File: src/rtl/spi_pkg.sv
// Shared types and helpers for the byte-oriented SPI master.
package spi_pkg;

    localparam int SPI_BITS = 8;

    typedef enum logic [2:0] {
        ST_IDLE   = 3'd0,
        ST_SETUP  = 3'd1,
        ST_LOW    = 3'd2,
        ST_HIGH   = 3'd3,
        ST_GAP    = 3'd4,
        ST_HOLD   = 3'd5,
        ST_CSIDLE = 3'd6
    } spi_master_state_t;

    // Phase timer width. SETUP loads CS_SETUP+1 (one extra cycle for the
    // latch-then-drive-CS step), so the counter must hold max+1.
    function automatic int phase_timer_width(input int half_div, input int cs_setup,
                                             input int cs_hold, input int cs_idle,
                                             input int byte_gap);
        int m;
        m = half_div;
        if (cs_setup > m) m = cs_setup;
        if (cs_hold  > m) m = cs_hold;
        if (cs_idle  > m) m = cs_idle;
        if (byte_gap > m) m = byte_gap;
        return $clog2(m + 2);
    endfunction

endpackage

File: src/rtl/spi_phase_timer.sv
// Loadable down-counter; expired pulses for one cycle when a loaded
// interval of load_val cycles has elapsed.
module spi_phase_timer #(
    parameter int W = 4
) (
    input  logic         clk,
    input  logic         reset,
    input  logic         load,
    input  logic [W-1:0] load_val,
    output logic         expired
);
    logic [W-1:0] cnt;
    logic         armed;

    // Count down after a load; disarm once zero is reached so expired is a single pulse.
    always_ff @(posedge clk or posedge reset) begin
        if (reset) begin
            cnt   <= '0;
            armed <= 1'b0;
        end else if (load) begin
            cnt   <= load_val - W'(1);
            armed <= 1'b1;
        end else if (armed) begin
            if (cnt == '0) armed <= 1'b0;
            else           cnt   <= cnt - W'(1);
        end
    end

    assign expired = armed && (cnt == '0);

endmodule

File: src/rtl/spi_master_byte.sv
// SPI mode-0 master, one byte per request, CS held across bytes until a
// byte flagged last completes. All outputs are registered.
module spi_master_byte
    import spi_pkg::*;
#(
    parameter int HALF_DIV = 2,
    parameter int CS_SETUP = 2,
    parameter int CS_HOLD  = 2,
    parameter int CS_IDLE  = 4,
    parameter int BYTE_GAP = 4
) (
    input  logic       clk,
    input  logic       reset,
    input  logic       start,
    input  logic [7:0] tx,
    input  logic       last,
    output logic       ready,
    output logic       busy,
    output logic [7:0] rx,
    output logic       rx_valid,
    output logic       spi_cs_n,
    output logic       spi_sclk,
    output logic       spi_tx,
    input  logic       spi_rx
);
    localparam int TW = phase_timer_width(HALF_DIV, CS_SETUP, CS_HOLD, CS_IDLE, BYTE_GAP);
    localparam logic [TW-1:0] T_SETUP = TW'(CS_SETUP + 1);
    localparam logic [TW-1:0] T_HALF  = TW'(HALF_DIV);
    localparam logic [TW-1:0] T_HOLD  = TW'(CS_HOLD);
    localparam logic [TW-1:0] T_IDLE  = TW'(CS_IDLE);
    localparam logic [TW-1:0] T_GAP   = TW'(BYTE_GAP);

    if (HALF_DIV < 1 || CS_SETUP < 1 || CS_HOLD < 1 || CS_IDLE < 1 || BYTE_GAP < 1) begin : g_param_check
        $error("spi_master_byte: all timing parameters must be >= 1");
    end

    spi_master_state_t state, state_d;

    logic [SPI_BITS-1:0] tx_shift, tx_shift_d;
    logic [SPI_BITS-1:0] rx_shift, rx_shift_d;
    logic [2:0]          bit_cnt, bit_cnt_d;
    logic                last_q, last_d;

    logic       ready_d, busy_d, rx_valid_d, cs_n_d, sclk_d, spi_tx_d;
    logic [7:0] rx_d;

    logic          tmr_load, tmr_expired;
    logic [TW-1:0] tmr_val;

    logic accept;
    assign accept = start && ready;

    spi_phase_timer #(.W(TW)) u_timer (
        .clk      (clk),
        .reset    (reset),
        .load     (tmr_load),
        .load_val (tmr_val),
        .expired  (tmr_expired)
    );

    // State register.
    always_ff @(posedge clk or posedge reset) begin
        if (reset) state <= ST_IDLE;
        else       state <= state_d;
    end

    // Next-state: every timed state advances on the phase-timer pulse.
    always_comb begin
        state_d = state;
        case (state)
            ST_IDLE:   if (accept)      state_d = ST_SETUP;
            ST_SETUP:  if (tmr_expired) state_d = ST_LOW;
            ST_LOW:    if (tmr_expired) state_d = ST_HIGH;
            ST_HIGH:   if (tmr_expired) begin
                           if (bit_cnt != 3'd0) state_d = ST_LOW;
                           else if (last_q)     state_d = ST_HOLD;
                           else                 state_d = ST_GAP;
                       end
            ST_GAP:    if (accept)      state_d = ST_LOW;
            ST_HOLD:   if (tmr_expired) state_d = ST_CSIDLE;
            ST_CSIDLE: if (tmr_expired) state_d = ST_IDLE;
            default:                    state_d = ST_IDLE;
        endcase
    end

    // Output/datapath next values and timer reloads for each state.
    always_comb begin
        tx_shift_d = tx_shift;
        rx_shift_d = rx_shift;
        bit_cnt_d  = bit_cnt;
        last_d     = last_q;
        ready_d    = ready;
        busy_d     = busy;
        rx_d       = rx;
        rx_valid_d = 1'b0;
        cs_n_d     = spi_cs_n;
        sclk_d     = spi_sclk;
        spi_tx_d   = spi_tx;
        tmr_load   = 1'b0;
        tmr_val    = T_HALF;
        case (state)
            ST_IDLE: if (accept) begin
                tx_shift_d = tx;
                last_d     = last;
                bit_cnt_d  = 3'(SPI_BITS - 1);
                ready_d    = 1'b0;
                busy_d     = 1'b1;
                tmr_load   = 1'b1;
                tmr_val    = T_SETUP;
            end
            ST_SETUP: begin
                // CS and the first data bit go out one edge after the latch.
                cs_n_d   = 1'b0;
                spi_tx_d = tx_shift[SPI_BITS-1];
                if (tmr_expired) tmr_load = 1'b1;
            end
            ST_LOW: if (tmr_expired) begin
                sclk_d     = 1'b1;
                rx_shift_d = {rx_shift[SPI_BITS-2:0], spi_rx};
                tmr_load   = 1'b1;
            end
            ST_HIGH: if (tmr_expired) begin
                sclk_d   = 1'b0;
                tmr_load = 1'b1;
                if (bit_cnt != 3'd0) begin
                    bit_cnt_d  = bit_cnt - 3'd1;
                    tx_shift_d = {tx_shift[SPI_BITS-2:0], 1'b0};
                    spi_tx_d   = tx_shift[SPI_BITS-2];
                end else begin
                    rx_d       = rx_shift;
                    rx_valid_d = 1'b1;
                    tmr_val    = last_q ? T_HOLD : T_GAP;
                end
            end
            ST_GAP: begin
                if (tmr_expired) ready_d = 1'b1;
                if (accept) begin
                    tx_shift_d = tx;
                    last_d     = last;
                    bit_cnt_d  = 3'(SPI_BITS - 1);
                    ready_d    = 1'b0;
                    spi_tx_d   = tx[7];
                    tmr_load   = 1'b1;
                end
            end
            ST_HOLD: if (tmr_expired) begin
                cs_n_d   = 1'b1;
                spi_tx_d = 1'b0;
                tmr_load = 1'b1;
                tmr_val  = T_IDLE;
            end
            ST_CSIDLE: if (tmr_expired) begin
                ready_d = 1'b1;
                busy_d  = 1'b0;
            end
            default: ;
        endcase
    end

    // Datapath and output registers.
    always_ff @(posedge clk or posedge reset) begin
        if (reset) begin
            tx_shift <= '0;
            rx_shift <= '0;
            bit_cnt  <= '0;
            last_q   <= 1'b0;
            ready    <= 1'b1;
            busy     <= 1'b0;
            rx       <= '0;
            rx_valid <= 1'b0;
            spi_cs_n <= 1'b1;
            spi_sclk <= 1'b0;
            spi_tx   <= 1'b0;
        end else begin
            tx_shift <= tx_shift_d;
            rx_shift <= rx_shift_d;
            bit_cnt  <= bit_cnt_d;
            last_q   <= last_d;
            ready    <= ready_d;
            busy     <= busy_d;
            rx       <= rx_d;
            rx_valid <= rx_valid_d;
            spi_cs_n <= cs_n_d;
            spi_sclk <= sclk_d;
            spi_tx   <= spi_tx_d;
        end
    end

endmodule

File: config.mk
export PLATFORM = sky130hd
export DESIGN_NAME = spi_master_byte
export DESIGN_NICKNAME = d
export VERILOG_FILES = /design/src/rtl/spi_pkg.sv /design/src/rtl/spi_phase_timer.sv /design/src/rtl/spi_master_byte.sv
export SDC_FILE = /design/constraint.sdc
export NUM_CORES = 1
export LEC_CHECK = 0
export CORE_ASPECT_RATIO = 0.6
export CORE_MARGIN = 5
export CORE_UTILIZATION = 30
export DETAILED_ROUTE_END_ITERATION = 8
export PLACE_DENSITY_LB_ADDON = 0.12
export SETUP_SLACK_MARGIN = 0.5
export SYNTH_ARGS = -nofsm -noshare
export SYNTH_HDL_FRONTEND = slang
export SYNTH_HIERARCHICAL = 1
export SYNTH_SLANG_ARGS = --single-unit
File: constraint.sdc
create_clock -name clk -period 6.7 [get_ports clk]
set_clock_uncertainty 0.1 [all_clocks]
set_input_delay 1.675 -clock clk [delete_from_list [all_inputs] [get_ports clk]]
set_output_delay 1.675 -clock clk [all_outputs]
set_load 0.05 [all_outputs]
=== Word level (Yosys, flattened, before mapping) ===
Index checks and enable logic that the tools add are counted.

* Bits in registers: 41
* Input bits: 13
* Output and inout bits: 14
* Logic and storage cells: 109

* Add/sub/neg operators: 3
* Equality and inequality tests: 16
* Muxes and demuxes: 50
* Bitwise gates (word level): 1
* Reduce and logical (&&, ||, !) cells: 25

{| class="wikitable"
|+ Operators by type and width
! kind !! count
|-
| 3-bit two-way mux || 18
|-
| 8-bit two-way mux || 3
|-
| 3-bit case mux with 7 select lines || 1
|-
| 1-bit two-way mux || 19
|-
| 2-bit != test, second input constant || 9
|-
| 8-bit case mux with 2 select lines || 1
|-
| 2-bit AND reduction || 5
|-
| 2-bit nonzero test || 5
|-
| 3-bit == test, second input constant || 3
|-
| 3-bit case mux with 3 select lines || 1
|-
| 3-bit AND reduction || 3
|-
| 3-bit by 1-bit subtractor with 3-bit output, second input constant || 3
|-
| 1-bit case mux with 2 select lines || 4
|-
| 7-bit AND reduction || 1
|-
| 3-bit by 2-bit == test with 1-bit output, second input constant || 2
|-
| 3-bit zero test || 2
|-
| 3-bit case mux with 2 select lines || 1
|-
| 3-bit nonzero test || 2
|-
| 5-bit AND reduction || 1
|-
| 1-bit case mux with 4 select lines || 1
|-
| 4-bit AND reduction || 1
|-
| 4-bit nonzero test || 1
|-
| 4-bit OR reduction || 1
|-
| 3-bit by 1-bit == test with 1-bit output, second input constant || 1
|-
| other kinds (5) || 6
|}

=== Longest topological paths before layout ===
* Depth in word-level cells: 6
* Gate-level depth with buffers: 11
* Mapped depth without buffers: 11

=== Hierarchy ===
Netlist, hierarchy kept.

{| class="wikitable"
|+ By module, submodules not included
! module !! instances !! cells an instance !! area each (sq um) !! seq. area each (sq um)
|-
| spi_master_byte || 1 || 152 || 1,709.1 || 928.4
|-
| spi_phase_timer || 1 || 26 || 240.2 || 100.1
|}

=== Least setup slack after synthesis ===
Ideal clock, no wire load.

* Path kind: input port to flip-flop
* Start: input port start
* End: register u_timer.cnt[2]
* Library setup time: 0.087 ns
* Arrival: 3.223 ns
* Data required time: 6.513 ns
* Slack: 3.289 ns
* Cell stages on the path: 10
* Path buffers: 1
* Cells stage by stage: nand2_1 > nor2_1 > a21oi_1 > o22ai_1 > clkbuf_1 > mux2i_1 > ha_1 > nand2_1 > or3_1 > a22oi_1

* Longest elaborated chain between the ends: 5
* Elaborated cells between the ends (all ways): 10
* Those cells by class: add/sub: 1; eq/ne: 1; mux: 5; reduce/logical: 3

{| class="wikitable"
|+ Ends and longest elaborated chain
! element !! line !! source
|-
| start: declaration || spi_master_byte.sv:14 || <nowiki>input logic start,</nowiki>
|-
| 1-bit logical AND (*) || spi_master_byte.sv:51 || <nowiki>assign accept = start && ready;</nowiki>
|-
| 1-bit two-way mux (*) || spi_master_byte.sv:102, spi_master_byte.sv:137 ||
|-
| 1-bit case mux with 2 select lines (*) || spi_master_byte.sv:101 || <nowiki>case (state)</nowiki>
|-
| via tmr_load || spi_master_byte.sv:47 || <nowiki>logic tmr_load, tmr_expired;</nowiki>
|-
| 2-bit != test (no source line) / 2-bit nonzero test (equally long branches) || n/a ||
|-
| 2-bit AND reduction (no source line) || n/a ||
|-
| end signal: assignment || spi_phase_timer.sv:21 || <nowiki>cnt <= load_val - W'(1);</nowiki>
|-
| end signal: assignment || spi_phase_timer.sv:25 || <nowiki>else cnt <= cnt - W'(1);</nowiki>
|-
| end: declaration || spi_phase_timer.sv:12 || <nowiki>logic [W-1:0] cnt;</nowiki>
|}

The timed path passes the listed nets; every way through them passes the cells marked *.
A chain may end at the register's enable or synchronous reset.

=== Worst setup path after layout ===
Ends and elaborated chain as after synthesis.

==> results_dict.tcl <==
set metrics [dict create \
    rows 22 \
    synth_top_area_share_pct 50.1 \
    startpoint_type "input pin" \
    cts_root_buf "clkbuf_8" \
    drt.antenna.violating_nets 0 \
    ctsLongestPathBuffers 2 \
    grt.overflow.total 0 \
    fin_tns_setup_ps 0 \
    finalCritPeriodShare_pct 59.6 \
    min_period_ps 3990 \
    ctsHoldBuffers 0 \
    syn_avg_cell_area_um2 11.0 \
    core_area_um2 6220 \
    dp_slack_ps 2430 \
    vias_per_cell 4.88 \
    grt_pass1_wl_um 6730 \
    dpl.hpwl_um 2880 \
    die-area_um2 8260 \
    synth_cell_types 40 \
    tightest_slew_ps 674 \
    diodes 0 \
    grt_max_degree 38 \
    numCtsBuffers 5 \
    synth_seq_cells 41 \
    clk_latency_ps 290 \
    criticalPathCategory "in2reg" \
    clk_pin_slew_ps 80 \
    slew_viol_final 0 \
    port_buffers 26 \
    synthCells 178 \
    worst_ep_arrival_time_ps 4100 \
    ys_warn_count 6 \
    hold_viol_final 0 \
    wl_per_cell_um 13.8 \
    powerDensity_nw_per_um2 408 \
    start_util_pct 31.3 \
    nets 219 \
    grt_pass1_vias 1400 \
    rsz0062_at_grt "no" \
    end_kind "flip-flop" \
    cp.required_ps 6800 \
    async_flop_share_pct 100 \
    synth_area_leader_cell "dfrtp_1" \
    gp_congestion 0.819 \
    cts_htree_levels 2 \
    antenna_found_initial 0 \
    syn2layout_area_growth_pct 22.3 \
    leakage_nw 0.994 \
    worst_slack_ps 2710 \
    cp_max_fo 9 \
    timing.fmax_mhz 250 \
    clock-sinks 41 \
    synth_area_leaders "dfrtp_1, mux2_2, a21oi_1, o22ai_1, dfstp_2" \
    grt_usage_pct 10.4 \
    synth_nets 194 \
    cts_resized 0 \
    ys_seq_area_share_pct 52.8 \
    drt-initial-drc-count 78 \
    status "completed" \
    syn_area_um2 1950 \
    cts_tree "built" \
    fp.dieH_um 72.4 \
    route.vias.total 1404 \
    yosys_most_used_dff "dfrtp_1" \
    wirelength_um 3980 \
    vdd_drop_max_v 0.000114 \
    cap_violations 0 \
    slew_headroom_pct 55.0 \
    dr.pass1.iters 4 \
    final_layout_size_suffix_gt1_share_pct 16.7 \
    setup_viol 0 \
    synth_edf_count 0 \
    total_power_uw 974 \
    ioPinCount 27 \
    hold_class "reg2reg" \
    post-cts-setup-buffers 0 \
    route.detailed.drc 0 \
    dieWidth_um 114 \
]
[state kept, by name, indices dropped and copies added, names as in the netlist]
name	cells
rx_shift	8
rx	8
rx_valid	1
u_timer/cnt	3
spi_tx	1
spi_cs_n	1
busy	1
bit_cnt	3
u_timer/armed	1
ready	1
tx_shift	8
last_q	1
spi_sclk	1
state	3
[cell usage after synthesis, drive strengths merged, types with 2 or more instances]
cell type and number:
nor2 9, o21ai 8, o22ai 9, mux2 18, nor3 4, o31a 2
nand2b 4, nand3 4, clkbuf 2, dfstp 2, ha 3, nor2b 2
buf 7, a21oi 20, and3b 2, dfrtp 39, inv 13, and2 2
mux2i 4, nand2 11
[final timing paths]
path	endpoint	startpoint	slack, ps	depth (start not counted)
setup reg to reg	u_timer/cnt[2]	u_timer/cnt[2]	3670	9
min in group asynchronous	u_timer/cnt[0]	reset	1500	2
setup / recovery	u_timer/cnt[2]	start	2710	10
hold / removal	busy	busy	410	2
max in group asynchronous	ready	reset	4420	3
hold reg to reg	busy	busy	410	2
[stage by stage]
step	cells	util [%]	cell area, um2	hold slack [ps]
after floorplan	178	-	1950	370
after global placement	280	36.5	2270	383
after detailed placement	280	36.5	2270	398
after CTS	288	38.3	2380	417
after global routing	288	38.3	2380	428
final	288	38.3	2380	409
[cell type report]
type | count | area, um2
clock inverter | 1 | 30.0
clock buffer | 7 | 86.3
inverter | 13 | 48.8
multi-input combinational | 115 | 818
tap | 84 | 105
timing repair buffer | 27 | 268
fill | 645 | 3840
sequential | 41 | 1030
[metal layers]
layer | share of wire, % | wire length, um | GRT usage [%] | up-vias
met5 | 0 | 0 | 0 | -
met4 | 1.2 | 48 | 5.01 | 0
met3 | 4.5 | 178 | 3.17 | 4
met2 | 43 | 1730 | 15.2 | 37
met1 | 51 | 2020 | 13.9 | 683
li1 | - | - | - | 680
[critical path, cell delays in order]
cell and delay, ps:
clkdlybuf4s50_1 500, nand2_1 100, nor2_1 140, a21oi_1 60, o22ai_1 560, mux2i_1 290
ha_1 210, nand2_1 80, or3_1 310, a22oi_1 170
[logic make-up after synthesis]
kind of cell    count (synthesis)  synth area share [%]
flops                          41                  52.8
buf+inv                        22                  5.26
simple gates                   43                  13.2
compound gates                 45                  13.5
fa+ha+maj                       3                  1.93
mux                            22                  12.5
xor+xnor                        2                 0.899
[cell usage in the layout (no fill, tap or decap), drive strengths merged, types with 2 or more instances in the layout]
master,instances
o21ai,8
o22ai,9
o31a,2
clkbuf,7
and3b,2
nand3,4
ha,3
inv,13
nor3,4
nand2b,4
mux2,18
mux2i,4
nor2,9
nor2b,2
and2,2
clkdlybuf4s50,26
dfstp,2
dfrtp,39
nand2,11
a21oi,20
[power by group]
| group | internal [mW] | switching [mW] | total (mW) |
|---|---|---|---|
| registers | 0.344 | 0.0887 | 0.432 |
| clock network | 0.122 | 0.0853 | 0.207 |
| logic | 0.151 | 0.184 | 0.335 |
| total | 0.616 | 0.358 | 0.974 |
No activity file was read; power rests on OpenSTA's default activity.
